$ cat src/rtl/packet_entry_ctrl_pkg.sv
`default_nettype none
// ----------------------------------------------------------------------
// packet_entry_ctrl_pkg: shared router constants and entry FSM encoding
// Revision: 1.0
// ----------------------------------------------------------------------
package packet_entry_ctrl_pkg;

  localparam int DEFAULT_SIZE = 8;

  localparam int STATE_W = 3;
  typedef logic [STATE_W-1:0] state_t;

  localparam logic [STATE_W-1:0] ST_IDLE      = 3'd0;
  localparam logic [STATE_W-1:0] ST_GET_DES   = 3'd1;
  localparam logic [STATE_W-1:0] ST_GET_DATA  = 3'd2;
  localparam logic [STATE_W-1:0] ST_GET_CHECK = 3'd3;
  localparam logic [STATE_W-1:0] ST_VERIFY    = 3'd4;
  localparam logic [STATE_W-1:0] ST_SEND      = 3'd5;

endpackage
`default_nettype wire

$ cat src/rtl/packet_entry_ctrl_btn_edge.sv
`default_nettype none
// ----------------------------------------------------------------------
// btn_edge: rising-edge press detector, re-armed only by a release
// Revision: 1.0
// ----------------------------------------------------------------------
module btn_edge (
  input  logic clk_i,
  input  logic rst_ni,
  input  logic btn_i,
  output logic press_o
);

  logic btn_q;
  logic armed_q;

  // armed_q stays low out of reset until the button is seen released,
  // so a button held through reset release never counts as a press.
  always_ff @(posedge clk_i or negedge rst_ni) begin
    if (!rst_ni) begin
      btn_q   <= 1'b0;
      armed_q <= 1'b0;
    end else begin
      btn_q <= btn_i;
      if (!btn_i) begin
        armed_q <= 1'b1;
      end
    end
  end

  assign press_o = btn_i & ~btn_q & armed_q;

endmodule
`default_nettype wire

$ cat src/rtl/packet_entry_ctrl.sv
`default_nettype none
// ----------------------------------------------------------------------
// packet_entry_ctrl: button-driven destination/data/checksum entry FSM
// Revision: 1.0
// ----------------------------------------------------------------------
module packet_entry_ctrl
  import packet_entry_ctrl_pkg::*;
#(
  parameter int size    = DEFAULT_SIZE,
  parameter int TIMEOUT = 100_000_000
) (
  input  logic          clock,
  input  logic          reset,
  input  logic          enterBtn,
  input  logic [size-1:0] destnation,
  input  logic [size-1:0] data,
  input  logic [size:0]   checkSum,
  input  logic          pktReady,
  output logic          writeDes,
  output logic          writeData,
  output logic          writeCheck,
  output logic          pktValid,
  output logic          checkErr,
  output logic          busy
);

  localparam int CNT_W = $clog2(TIMEOUT + 1);
  localparam logic [CNT_W-1:0] CNT_LAST = CNT_W'(TIMEOUT - 1);
  localparam logic [CNT_W-1:0] CNT_MAX  = CNT_W'(TIMEOUT);

  state_t           state_q, state_d;
  logic [CNT_W-1:0] cnt_q, cnt_d;
  logic             err_q, err_d;
  logic             press;
  logic             timeout;
  logic             in_entry;
  logic [size:0]    sum;

  btn_edge u_btn_edge (
    .clk_i   (clock),
    .rst_ni  (reset),
    .btn_i   (enterBtn),
    .press_o (press)
  );

  // Carry out of the byte add is kept so it can match the wide checksum.
  assign sum      = {1'b0, destnation} + {1'b0, data};
  assign timeout  = (cnt_q == CNT_LAST);
  assign in_entry = (state_q == ST_GET_DES) || (state_q == ST_GET_DATA) ||
                    (state_q == ST_GET_CHECK);

  always_comb begin
    state_d    = state_q;
    err_d      = err_q;
    cnt_d      = cnt_q;
    writeDes   = 1'b0;
    writeData  = 1'b0;
    writeCheck = 1'b0;

    case (state_q)
      ST_IDLE: begin
        if (press) begin
          state_d = ST_GET_DES;
          err_d   = 1'b0;
        end
      end
      ST_GET_DES: begin
        if (press) begin
          writeDes = 1'b1;
          state_d  = ST_GET_DATA;
        end else if (timeout) begin
          state_d = ST_IDLE;
        end
      end
      ST_GET_DATA: begin
        if (press) begin
          writeData = 1'b1;
          state_d   = ST_GET_CHECK;
        end else if (timeout) begin
          state_d = ST_IDLE;
        end
      end
      ST_GET_CHECK: begin
        if (press) begin
          writeCheck = 1'b1;
          state_d    = ST_VERIFY;
        end else if (timeout) begin
          state_d = ST_IDLE;
        end
      end
      ST_VERIFY: begin
        if (sum == checkSum) begin
          state_d = ST_SEND;
        end else begin
          err_d   = 1'b1;
          state_d = ST_IDLE;
        end
      end
      ST_SEND: begin
        if (pktReady) begin
          state_d = ST_IDLE;
        end
      end
      default: begin
        state_d = ST_IDLE;
      end
    endcase

    // Idle-cycle counter saturates rather than wrapping.
    if (press || (state_d != state_q) || !in_entry) begin
      cnt_d = '0;
    end else if (cnt_q != CNT_MAX) begin
      cnt_d = cnt_q + CNT_W'(1);
    end
  end

  always_ff @(posedge clock or negedge reset) begin
    if (!reset) begin
      state_q <= ST_IDLE;
      cnt_q   <= '0;
      err_q   <= 1'b0;
    end else begin
      state_q <= state_d;
      cnt_q   <= cnt_d;
      err_q   <= err_d;
    end
  end

  assign pktValid = (state_q == ST_SEND);
  assign busy     = (state_q != ST_IDLE);
  assign checkErr = err_q;

endmodule
`default_nettype wire

$ cat config.mk
export PLATFORM = sky130hd
export DESIGN_NAME = packet_entry_ctrl
export DESIGN_NICKNAME = d
export VERILOG_FILES = /design/src/rtl/packet_entry_ctrl_pkg.sv /design/src/rtl/packet_entry_ctrl_btn_edge.sv /design/src/rtl/packet_entry_ctrl.sv
export SDC_FILE = /design/constraint.sdc
export NUM_CORES = 1
export LEC_CHECK = 0
export CORE_MARGIN = 3
export CORE_UTILIZATION = 50
export DETAILED_ROUTE_END_ITERATION = 10
export DONT_BUFFER_PORTS = 1
export GPL_TIMING_DRIVEN = 0
export REMOVE_ABC_BUFFERS = 1
export SETUP_SLACK_MARGIN = 0.15
export SLEW_MARGIN = 20
export SYNTH_ARGS = -nofsm -noshare
export SYNTH_HDL_FRONTEND = slang
export SYNTH_HIERARCHICAL = 1
export SYNTH_SLANG_ARGS = --single-unit
$ cat constraint.sdc
create_clock -name clock -period 2.5 [get_ports clock]
set_input_delay 0.375 -clock clock [delete_from_list [all_inputs] [get_ports clock]]
set_output_delay 0.375 -clock clock [all_outputs]
set_load 0.01 [all_outputs]
==> results by group <==
Clocking
  – CTS Root Buffer Type: clkbuf_8
  – CTS buffer count: 5
  – Setup Fix Bufs, Post-CTS: 0
  – Htree depth: 2
  – TritonCTS clock tree: built
  – Clock Path Buffers: 2
  – Worst-Skew Late Latency: 0.28 ns
  – Clk sinks: 33
  – Clk slew on worst S/H paths: 0.07 ns

Layout
  – Fin cells: 276
  – Area Overhead vs Synth: 9.439%
  – Fin nets: 267
  – Proportion of layout cells with a drive suffix above 1: 6.140%
  – # fillers: 348
  – Final core utilization: 58.86%
  – Final Instance Area: 0.002220 mm^2
  – # diodes: 0

GRT
  – Total track usage: 16.33%
  – Initial antenna violation count: 0
  – Global-route wire length before repair: 6644 um
  – Vias in the first global route: 1,607
  – Grt ovf: 0
  – Largest net degree at the start of global routing: 34

Die
  – Site row count: 22
  – Starting density of the core: 53.78%
  – Die height: 69.69 um
  – Core Area: 0.003771 mm^2
  – Top Ports: 35
  – Die W: 69.69 um
  – Die area: 0.004857 mm^2

Synthesis
  – Yosys top cell area share: 40.72%
  – Mapped Cells: 222
  – Main area contributors after synthesis: dfrtp_1 41%, xor2_1 8.6%, xnor2_1 7.3%
  – Ys async rst share: 100.0%
  – Most area-hungry cell type in the Yosys netlist: dfrtp_1
  – Sequential-to-total area share from yosys stat: 40.72%
  – Flops & latches, synth: 33
  – Yosys warnings: 6
  – Post-Syn Area: 0.002028 mm^2
  – Distinct cells, synth: 37
  – Synth Flop Type: dfrtp_1
  – EDFF count, synth: 0
  – Mean Syn Cell Area: 9.136 um^2

Setup path
  – Arr. time, crit path: 2.42 ns
  – CP Launch Type: primary input
  – Critical path endpoint category: flop
  – Req. time, crit path: 2.67 ns
  – CP max FO: 3
  – Critical Setup Path Class: in -> reg

Timing
  – Clk_skew: 0.005750 ns
  – Max_slew headroom: 68.17%
  – Pins Over Slew Limit: 0
  – Final worst slack: 0.2541 ns
  – Min cycle time layout: 2.246 ns
  – RSZ-0062 raised after global routing: no
  – Final setup viols: 0
  – Fin Setup TNS: 0 ns
  – Final worst path period share: 89.84%
  – WHS: 0.1194 ns
  – Final Hold Vio Count: 0
  – Fmax achieved: 0.4453 GHz
  – Slew @ Worst Pin: 0.4764 ns

Place
  – Placed cells: 266
  – Placed wire-length estimate: 2885 um
  – Placer's final routability congestion estimate: 0.8064
  – Dpl ws: -0.07470 ns
  – Dpl cell area: 0.002069 mm^2
  – Port buffer count: 0

Detailed routing
  – Drt pass-1 iters: 4
  – Detailed-route via count: 1,595
  – WL final: 3739 um
  – Post-route DRC: 0
  – Routed vias/inst: 5.779
  – Final ANT Viol Nets: 0
  – Drt wl/cell: 13.55 um
  – DR iter-0 viols: 56

Power and ir drop
  – Pwr dens: 668.9 mW/mm^2
  – Leakage: 0.9179 nW
  – Pwr Total: 1.485 mW
  – Peak VDD IR: 423.6 uV

Run
  – Max-cap violation count: 0

Outcome
  – Outcome: completed

Hold path
  – Worst Hold Class: in -> reg
==> placed cells by master, fill, tap and decap left out, types with 2 or more instances in the layout <==
cell / instances
o21ai_0: 8
ha_1: 10
nor4_1: 3
clkbuf_8: 6
nand2_1: 16
o31ai_1: 2
a21oi_1: 8
and3_1: 6
nor3_1: 7
nand3_1: 11
nand2b_1: 2
a31oi_1: 2
dfrtp_1: 33
xor2_1: 20
xnor2_1: 17
or3_1: 4
inv_1: 8
nand4_1: 5
nor2_1: 36
nor3b_1: 2
==> cell families after synthesis <==
| kind of cell | after synthesis | share of synthesized area [%] |
|---|---|---|
| mux | 1 | 0.4935 |
| buf+inv | 12 | 2.406 |
| compound gates | 27 | 8.266 |
| xor+xnor | 37 | 15.98 |
| simple gates | 101 | 24.98 |
| fa+ha+maj | 11 | 7.156 |
| flops | 33 | 40.72 |
==> flip-flops by register name, indices dropped and copies added (netlist names) <==
signal	flops
u_btn_edge/armed_q	1
state_q	3
u_btn_edge/btn_q	1
checkErr	1
cnt_q	27
==> cell usage after synthesis, types with 6 or more instances <==
library cell,count
a21oi_1,8
and3_1,6
dfrtp_1,33
ha_1,10
inv_1,8
nand2_1,16
nand3_1,11
nor2_1,36
nor3_1,7
o21ai_0,9
xnor2_1,17
xor2_1,20
==> report_power, final <==
group | internal [mW] | switching, mW | leakage (nW)
logic | 0.130 | 0.201 | 0.412
registers | 0.578 | 0.0666 | 0.447
clock network | 0.325 | 0.183 | 0.0585
total | 1.03 | 0.451 | 0.918
==> routing by layer <==
layer  track usage, %  wire length [um]  vias up
met5                0                 0        -
met4            4.255                41        0
met3            4.348               220        4
met2            29.45              1835       53
met1            19.10              1641      758
li1                 -                 -      780
==> what timing repair did <==
| item | CTS | global route |
|---|---|---|
| endpoints found under the hold margin | 33 | 0 |
| hold buffers | 2 | 0 |
| endpoints found under the setup margin | 0 | 29 |
| gates resized for setup | 0 | 3 |
==> worst max-delay path, cell delays in order <==
cell	delay (ns)
ha_1	0.21
fa_2	0.37
a211oi_2	0.29
o211ai_1	0.13
a31oi_1	0.20
xnor2_1	0.08
or4_4	0.55
a31o_1	0.22
==> worst paths after layout <==
path | start | endpoint | slack [ns] | cells after the start
min in group asynchronous | reset | cnt_q[16] | 0.54 | 2
worst max register to register | cnt_q[0] | cnt_q[24] | 0.30 | 6
worst min register to register | u_btn_edge/armed_q | u_btn_edge/armed_q | 0.47 | 1
max in group asynchronous | reset | cnt_q[8] | 1.79 | 2
worst min-delay path | enterBtn | u_btn_edge/btn_q | 0.12 | 0
worst max-delay path | destnation[0] | checkErr | 0.25 | 8
==> area by class of cell <==
class                   count  area (um^2)  share of cell area [%]
clock inverters             1        30.03                   1.353
well taps                  48        60.06                   2.706
clock buffers               7        86.33                   3.890
repair buffers              2        30.03                   1.353
multi-input cells         177         1157                   52.14
flip-flops and latches     33        825.8                   37.20
inverters                   8        30.03                   1.353
No activity file was read; power rests on OpenSTA's default activity.
